--- src/rtl/syn_rcv.sv ---
// Frame-sync receiver: acquires, flywheels and monitors a periodic 1-cycle sync pulse.
// Latency: isyn sampled at cycle t is reflected on every output at t+1; oerrcnt counts one cycle after oerr.
// Backpressure: none; free-running on every iclk38 edge, no flow control on any port.
//
// Ports:
//   iclk38  - single clock, rising edge
//   rst_    - synchronous active-low reset
//   isyn    - incoming sync pulse, nominally 1 cycle high every PERIOD cycles
//   iclr    - synchronous clear of oerrcnt (wins over a same-cycle increment)
//   olock   - high while locked (SYNC)
//   ophase  - phase 0..PERIOD-1, 0 in the cycle after the expected slot
//   osyn    - regenerated 1-cycle sync pulse while locked
//   oerr    - 1-cycle pulse per missing/misplaced pulse while locked
//   oerrcnt - saturating error count
module syn_rcv #(
  parameter int PERIOD  = 8,
  parameter int CNTW    = 3,
  parameter int LOCKTHR = 2,
  parameter int LOSTHR  = 3
) (
  input  logic            iclk38,
  input  logic            rst_,
  input  logic            isyn,
  input  logic            iclr,
  output logic            olock,
  output logic [CNTW-1:0] ophase,
  output logic            osyn,
  output logic            oerr,
  output logic [7:0]      oerrcnt
);

  localparam int GW = $clog2(LOCKTHR + 1);
  localparam int MW = $clog2(LOSTHR + 1);
  localparam logic [CNTW-1:0] LASTPH = CNTW'(PERIOD - 1);

  typedef enum logic [1:0] {
    HUNT    = 2'd0,
    PRESYNC = 2'd1,
    SYNC    = 2'd2
  } state_t;

  state_t          state, state_nx;
  logic [GW-1:0]   goodcnt, goodcnt_nx, goodcnt_inc;
  logic [MW-1:0]   misscnt, misscnt_nx, misscnt_inc;
  logic [CNTW-1:0] phase_nx, phase_inc;
  logic            slot;
  logic            err_nx;

  // slot is the cycle in which the next pulse is expected
  assign slot        = (ophase == LASTPH);
  assign phase_inc   = slot ? '0 : ophase + CNTW'(1);
  assign goodcnt_inc = goodcnt + GW'(1);
  assign misscnt_inc = misscnt + MW'(1);

  always_comb begin
    state_nx   = state;
    phase_nx   = phase_inc;
    goodcnt_nx = goodcnt;
    misscnt_nx = misscnt;
    err_nx     = 1'b0;
    unique case (state)
      HUNT: begin
        phase_nx = '0;
        // the anchoring pulse puts phase 0 in the following cycle
        if (isyn) begin
          state_nx   = PRESYNC;
          goodcnt_nx = GW'(1);
        end
      end
      PRESYNC: begin
        if (isyn && slot) begin
          goodcnt_nx = goodcnt_inc;
          if (goodcnt_inc == GW'(LOCKTHR)) begin
            state_nx   = SYNC;
            misscnt_nx = '0;
          end
        end else if (isyn) begin
          // off-slot pulse before lock: restart the count from this pulse
          phase_nx   = '0;
          goodcnt_nx = GW'(1);
        end else if (slot) begin
          state_nx   = HUNT;
          goodcnt_nx = '0;
        end
      end
      SYNC: begin
        // missing (slot, no pulse) and misplaced (pulse, no slot) both count;
        // timing keeps flywheeling, a misplaced pulse never re-anchors
        if (isyn != slot) begin
          err_nx = 1'b1;
          if (misscnt_inc == MW'(LOSTHR)) begin
            state_nx   = HUNT;
            phase_nx   = '0;
            misscnt_nx = '0;
          end else begin
            misscnt_nx = misscnt_inc;
          end
        end else if (slot) begin
          misscnt_nx = '0;
        end
      end
      default: begin
        state_nx   = HUNT;
        phase_nx   = '0;
        goodcnt_nx = '0;
        misscnt_nx = '0;
      end
    endcase
  end

  always_ff @(posedge iclk38) begin
    if (!rst_) begin
      state   <= HUNT;
      ophase  <= '0;
      goodcnt <= '0;
      misscnt <= '0;
      olock   <= 1'b0;
      osyn    <= 1'b0;
      oerr    <= 1'b0;
      oerrcnt <= '0;
    end else begin
      state   <= state_nx;
      ophase  <= phase_nx;
      goodcnt <= goodcnt_nx;
      misscnt <= misscnt_nx;
      olock   <= (state_nx == SYNC);
      // the slot that loses lock regenerates nothing
      osyn    <= slot && (state_nx == SYNC);
      oerr    <= err_nx;
      // counts the registered oerr, so a clear in the oerr cycle wins
      if (iclr) begin
        oerrcnt <= '0;
      end else if (oerr && (oerrcnt != 8'hFF)) begin
        oerrcnt <= oerrcnt + 8'd1;
      end
    end
  end

endmodule

--- config.mk ---
export PLATFORM = sky130hd
export DESIGN_NAME = syn_rcv
export DESIGN_NICKNAME = d
export VERILOG_FILES = /design/src/rtl/syn_rcv.sv
export SDC_FILE = /design/constraint.sdc
export NUM_CORES = 1
export LEC_CHECK = 0
export ABC_AREA = 1
export BUFFER_PORTS_ARGS = -buffer_cell sky130_fd_sc_hd__clkbuf_2
export CORE_AREA = 2 2 54 46
export DETAILED_ROUTE_END_ITERATION = 16
export DIE_AREA = 0 0 56 48
export PLACE_DENSITY = 0.81
export SLEW_MARGIN = 20
export SYNTH_ARGS = -nofsm -noshare
export SYNTH_HDL_FRONTEND = slang
export SYNTH_SLANG_ARGS = --single-unit
--- constraint.sdc ---
create_clock -name iclk38 -period 1.8 [get_ports iclk38]
set_input_delay 0.36 -clock iclk38 [delete_from_list [all_inputs] [get_ports iclk38]]
set_output_delay 0.36 -clock iclk38 [all_outputs]
set_load 0.05 [all_outputs]
---- Word-level counts from Yosys, hierarchy flattened ----
Index checks and enable logic that the tools add are counted.
operators by class
  add/subtract/negate cells ............... 4
  eq/ne operators ......................... 13
  bitwise logic cells ..................... 3
  mux-type cells .......................... 25
  reduce and logical (&&, ||, !) cells .... 8
operators with widths
  kind                                                                    count
  2-bit 2-to-1 mux                                                        15
  2-bit case mux with 3 select lines                                      3
  3-bit 2-to-1 mux                                                        5
  8-bit by 1-bit adder with 8-bit output (second input constant)          1
  2-bit equality test (second input constant)                             4
  8-bit inequality test (second input constant)                           1
  2-bit inequality test (second input constant)                           3
  3-bit case mux with 2 select lines                                      1
  2-bit by 1-bit adder with 2-bit output (second input constant)          2
  4-bit inequality test (second input constant)                           1
  4-bit AND reduction                                                     1
  3-bit by 1-bit adder with 3-bit output (second input constant)          1
  3-bit equality test (second input constant)                             1
  1-bit logical AND                                                       3
  3-bit inequality test (second input constant)                           1
  1-bit NOT                                                               3
  3-bit AND reduction                                                     1
  2-bit by 1-bit equality test with 1-bit output (second input constant)  1
  2-bit logical NOT                                                       1
  2-bit AND reduction                                                     1
  2-bit OR reduction                                                      1
  1-bit 2-to-1 mux                                                        1
  1-bit inequality test                                                   1
storage, ports and cells
  flip-flop bits (word level) ............. 20
  word-level logic and storage cells ...... 61

---- Longest topological paths before layout ----
Gate-level depths: netlist (run 1).
  depth after elaboration ................. 7
  mapped depth ............................ 11
  depth with buffers taken out ............ 11

---- Worst setup path before layout (run 1) ----
Ideal clock, no wire load.
  kind .................................... register to register
  start ................................... register ophase[0]
  end ..................................... register osyn
  stages on the path, launching flop included .. 12
  data arrival time ....................... 1.841 ns
  buffers on the path ..................... 0
  path slack .............................. -0.102 ns
  required time ........................... 1.738 ns
  library setup time ...................... 0.062 ns
  cells stage by stage .................... dfxtp_1 > ha_1 > ha_1 > inv_1 > ha_1 > nand3_1 > nand2_1 > nand2_1 > nand2_2 > nor2_4 > nand2_2 > nor2_2
on the way
  word-level cells in the longest chain between the ends .. 7
  elaborated cells between the ends (all ways) .. 10
  those cells by class .................... eq/ne (3); mux (5); reduce/logical (2)
ends and longest elaborated chain
  what                                RTL line  RTL
  start: declaration                  26        output logic [CNTW-1:0] ophase,
  start signal: assignment            123       ophase <= phase_nx;
  3-bit equality test *               50        assign slot = (ophase == LASTPH);
  2-bit 2-to-1 mux                    81        end else if (slot) begin
  2-bit 2-to-1 mux                    77        end else if (isyn) begin
  2-bit 2-to-1 mux                    71        if (isyn && slot) begin
  2-bit case mux with 3 select lines  61        unique case (state)
  2-bit equality test                 128       osyn <= slot && (state_nx == SYNC);
  1-bit logical AND *                 128
  end signal: assignment              128
  end: declaration                    27        output logic osyn,
Mark *: on every way between the ends. The rest lies on a longest branch, timed or not.
A chain may end at the register's enable or synchronous reset.

---- Worst setup path in the final report (run 1) ----
Same ends and word-level chain as after synthesis.

==> results of run 1 <==
[per-stage QoR]
step	utilization	cells	area [µm²]	hold WS, ns	setup slack [ns]
2_1_floorplan	-	150	1090	0.461	0.0564
3_3_place_gp	0.575	192	1210	0.404	0.228
3_5_place_dp	0.575	192	1210	0.420	0.169
4_1_cts	0.592	196	1240	0.297	0.122
5_1_grt	0.604	196	1270	0.314	0.0281
6_report	0.604	196	1270	0.308	0.182
[per-layer routing]
layer / global-route usage / wire length, µm
met5: 0 / 0
met3: 0.0622 / 114
met2: 0.273 / 943
met4: 0.0619 / 17
met1: 0.229 / 1020
[repair_timing]
| action | 4_1_cts | 5_1_grt |
|---|---|---|
| gates resized for setup | 0 | 5 |
| setup endpoints to repair | 0 | 3 |
| hold buffers | 0 | 0 |
[worst max-delay path, stage by stage, from the launching register on]
cell and delay, ns:
dfxtp_2 0.37, ha_2 0.21, ha_4 0.13, inv_1 0.05, ha_1 0.28, nand3_1 0.10
nand2_2 0.07, nand2_1 0.08, nand2_2 0.06, nor2_4 0.08, nand2_2 0.06, nor2_2 0.06
[kinds of logic after synthesis]
group,Yosys count,synth area share
and+or+nand+nor,77,0.327
AOI/OAI and AO/OA,21,0.106
buffers and inverters,20,0.0689
DFF,20,0.367
adders and majority gates,10,0.115
xor gates and xnor gates,2,0.0161
[final cells by class]
type | count | share of cell area
repair buffers | 17 | 0.0671
well taps | 25 | 0.0247
clock buffers | 4 | 0.0286
inverters | 20 | 0.0592
multi-input cells | 110 | 0.503
flip-flops and latches | 20 | 0.318
[how the worst max path moves through the flow]
| stage | from | to | slack (ns) | depth (start not counted) |
|---|---|---|---|---|
| CTS | ophase[0] | ophase[0] | 0.12 | 9 |
| finish | ophase[0] | osyn | 0.18 | 11 |
| global placement | ophase[0] | osyn | 0.23 | 11 |
| floorplan | ophase[2] | osyn | 0.06 | 10 |
| detailed placement | ophase[0] | osyn | 0.17 | 11 |
| global route | ophase[0] | osyn | 0.03 | 11 |
[report_power, final]
group	switching, W	total, W	internal [W]
combinational	0.0000610	0.0000942	0.0000332
clock	0.000132	0.000256	0.000123
sequential	0.00000805	0.000461	0.000453
total	0.000201	0.000810	0.000609
[synthesized netlist by cell type, drive strengths merged]
| cell type | number | share of area |
|---|---|---|
| nor3b | 1 | 0.0069 |
| dfxtp | 20 | 0.37 |
| inv | 20 | 0.069 |
| nand3b | 1 | 0.0069 |
| xor2 | 2 | 0.016 |
| nor3 | 5 | 0.023 |
| o21bai | 1 | 0.0069 |
| ha | 10 | 0.11 |
| a21boi | 1 | 0.010 |
| nand3 | 7 | 0.032 |
| o21ai | 6 | 0.028 |
| a21oi | 12 | 0.055 |
| a31oi | 1 | 0.0057 |
| nor2 | 20 | 0.087 |
| nand2 | 42 | 0.17 |
| nor4 | 1 | 0.0057 |
[registers in the layout (all words and copies together), names as in the netlist]
register and count:
misscnt 2, ophase 3, oerrcnt 8, olock 1, state 2, goodcnt 2, osyn 1, oerr 1
==> metrics, run 1 <==
clock sink total=20; RSZ-0062 raised after global routing=false; via count=1000; Max IR drop VDD=0.000492 V; Core Box Area=0.00210 mm²; most frequent cells in the layout=nand2_1 (36), inv_1 (20), dfxtp_1 (18); Power per Cell Area=639 mW/mm²; Max Freq=618 MHz; final setup violation count=0; Total Wirelength=2090 µm; CTS tree=yes; Clk pin slew, worst setup/hold paths=0.11 ns; HP Start=rst_; Slew Viols, Final=0; crit end category=flop; root buf cell=clkbuf_4; number of global-route vias before repair=834; GRT Total Usage=0.175; FF-to-FF path depth=11; 1st-pass router iterations=4; gpl congestion=0.849; Final min period=1.62 ns; antenna violations before repair=0; Setup TNS=0 ns; share of layout cells above drive strength 1=0.216; multi-input logic area=638 µm²; Layout Nets=186; Synth Warn #=0; worst-path maximum fanout=3; reg2reg end=osyn; Seq/Total Area, Yosys=0.367; count of final hold-check violations=0; Max-cap violations=0; #FFs+latches synth=20; Post-CTS Setup Bufs=0; die area=0.00269 mm²; syn_nets=164; critical path arrival=1.87 ns; Mapped Area=0.00109 mm²; Vert. Die Dim=48 µm; Slew headroom=0.817; Initial Utilization=0.518; # IOs=18; Fillers=191; initial DRC count=35; Worst Path Required=2.05 ns; Worst R2R Setup Slack=0.18 ns; period utilisation layout=0.899; wire per inst=10.7 µm; Leakage=0.581 nW; register area=403 µm²; startpoint types=flop; clock buffer count from CTS=3; antenna viol nets, final=0; Worst Hold Depth=3; Diodes inserted=0; number of distinct library cells after synthesis=21; Syn Inst Count=150; Final HPWL DP=1630 µm; DRC=0; CTS Buffer Depth=2; WHS Endpoint=misscnt[0]; Avg Vias per Cell=5.10; RR Startpoint=ophase[0]; Layout Skew=0.00547 ns; Power, Total=0.000810 W; area delta synth->final=16.4%; later-pin clock latency in the skew report=0.30 ns; slew of the pin with the lowest slew margin=0.274 ns; first-pass GRT wire length=3550 µm; Port Buffers=17; H-tree level count=1; largest net degree at the start of global routing=12; crit path kind=flop to flop; Congestion Overflow GR=0; die width=56 µm; Core Rows=15; most common cell after layout, fill and taps aside=nand2_1; worst hold-check path type=input port to flop; post-synthesis average cell area=7.27 µm²; outcome=finished clean
No activity file was read; power rests on OpenSTA's default activity.
==> run 2: changes to the inputs <==
CORE_AREA = 10 10 62 54   (was 2 2 54 46)
DIE_AREA = 0 0 72 64   (was 0 0 56 48)
PLACE_DENSITY = 0.69   (was 0.81)
==> metrics, run 2 (synthesis gave the netlist of run 1 again) <==
outcome=finished clean; Layout Cell Area excl Fill=0.00128 mm² (+1.2%); Port Buffers=17 (unchanged); Layout Skew=0.00650 ns (+0.00102 ns); Total Wirelength=2230 µm (+6.4%); Layout Nets=188 (+1.1%); Worst Path Required=2.05 ns (about the same); area delta synth->final=17.8%; Clk pin slew, worst setup/hold paths=0.11 ns (about the same); # IOs=18 (unchanged); Core Rows=15 (unchanged); worst-path maximum fanout=3 (unchanged); crit-path most repeated cell=nand2_2; clock sink total=20 (unchanged); Initial Utilization=0.518 (unchanged); wire per inst=11.2 µm (+5.3%); Final HPWL DP=1850 µm (+13%); largest net degree at the start of global routing=13 (+1); crit end category=flop; WHS=0.303 ns (-0.00521 ns); Power per Cell Area=714 mW/mm² (+12%); final core utilization=0.611 (+0.00714); initial DRC count=42 (+20%); max reg flops=8 (unchanged); slew of the pin with the lowest slew margin=0.295 ns (+0.0214 ns); Slew headroom=0.802 (-0.0147); first-pass GRT wire length=3870 µm (+9.1%); Core Box Area=0.00210 mm² (unchanged); Diodes inserted=0 (unchanged); via count=1015 (+1.5%); period utilisation layout=0.913 (+0.0143); CTS Buffer Depth=2 (unchanged); Max-cap violations=0 (unchanged); CP max-delay cell=dfxtp_2; Max IR drop VDD=0.000891 V (+81%); H-tree level count=1 (unchanged); Slew Viols, Final=0 (unchanged); Max Freq=608 MHz (-1.6%); Fillers=204 (+6.8%); worst path bufs/invs=1 (unchanged); Post-CTS Hold Buffers=0 (unchanged); share of layout cells above drive strength 1=0.220 (+0.00328); 1st-pass router iterations=7 (+3); delay-heaviest family, CP=adder cells; final setup violation count=0 (unchanged); antenna violations before repair=0 (unchanged); critical path arrival=1.89 ns (+0.02 ns); root buf cell=clkbuf_4; later-pin clock latency in the skew report=0.30 ns (about the same); Largest regs=oerrcnt x8, ophase x3; Final min period=1.64 ns (+0.0258 ns); Worst path max stage delay=0.36 ns (about the same); pre-CTS worst setup slack=0.144 ns (-0.0252 ns); CTS tree=yes; GRT Total Usage=0.0992 (-0.0754); Reg with most FFs=oerrcnt; placed cell areas=0.00122 mm² (+0.62%); Worst R2R Setup Slack=0.16 ns (-0.03 ns); clock buffer count from CTS=3 (unchanged); die width=72 µm (+29%); antenna viol nets, final=0 (unchanged); startpoint types=flop; Avg Vias per Cell=5.13 (+0.47%); count of final hold-check violations=0 (unchanged); most common cell after layout, fill and taps aside=nand2_1; worst hold-check path type=input port to flop; number of global-route vias before repair=918 (+10%); DRC=0 (unchanged); final setup margin=0.156 ns (-0.0258 ns); worst-path cell chain=ha_2, ha_2, inv_1, ha_1, nand3_1, nand2_2, nand2_1, nand2_2, nor2_4, nand2_2, nor2_2; Vert. Die Dim=64 µm (+33%); Leakage=0.597 nW (+2.9%); Setup TNS=0 ns (unchanged); most frequent cells in the layout=nand2_1 (36), inv_1 (20), dfxtp_1 (18); gpl congestion=0.832 (-2.0%); crit path kind=flop to flop; Congestion Overflow GR=0 (unchanged); die area=0.00461 mm² (+71%)
run 2: changes by cell type in the layout (fill, tap and decap cells not counted):
cell / previous run / this run
buf_4: 0 / 2
bufinv_16: 0 / 1
clkbuf_8: 1 / 0
ha_2: 1 / 2
ha_4: 1 / 0
nor4_1: 0 / 1
nor4_2: 1 / 0
run 2: tightest hold or removal path, delay by kind of cell:
family          cells  cell delay, ns
buf+inv             1            0.10
compound gates      2            0.11
run 2: layout make-up:
cell class | instances | area, µm² | share of cell area
multi-input combinational | 110 | 622 | 0.484
clock inverter | 1 | 30.0 | 0.0234
clock buffer | 3 | 22.5 | 0.0175
tap | 25 | 31.3 | 0.0244
inverter | 20 | 75.1 | 0.0585
timing repair buffer | 19 | 100 | 0.0780
sequential | 20 | 403 | 0.314
run 2: stage by stage:
step	cells	power (W)
after floorplan	150	0.000540
after global placement	193	0.000561
after detailed placement	193	0.000564
after CTS	197	0.000924
after global routing	198	0.000966
final	198	0.000916
run 2: final timing paths:
path              cells after the start    endpoint        from
setup / recovery                     11        osyn   ophase[0]
hold / removal                        3  misscnt[0]        rst_
setup reg to reg                     11        osyn   ophase[0]
hold reg to reg                       2  goodcnt[0]  goodcnt[0]
run 2: timing repair:
item                       CTS  global route
setup buffers                0             1
setup endpoints to repair    0             4
resized for setup            0             3
run 2: power breakdown:
part	switching (W)	internal [W]	total [W]
Sequential	0.00000727	0.000453	0.000460
Combinational	0.0000602	0.0000349	0.0000951
Clock	0.000136	0.000225	0.000361
Total	0.000203	0.000713	0.000916
run 2: per-layer routing:
metal / global-route usage / wire length [µm] / vias to the layer above
met5: 0 / 0 / -
met4: 0.0193 / 13 / 0
met3: 0.0448 / 153 / 2
met2: 0.151 / 958 / 27
met1: 0.126 / 1100 / 463
li1: - / - / 523
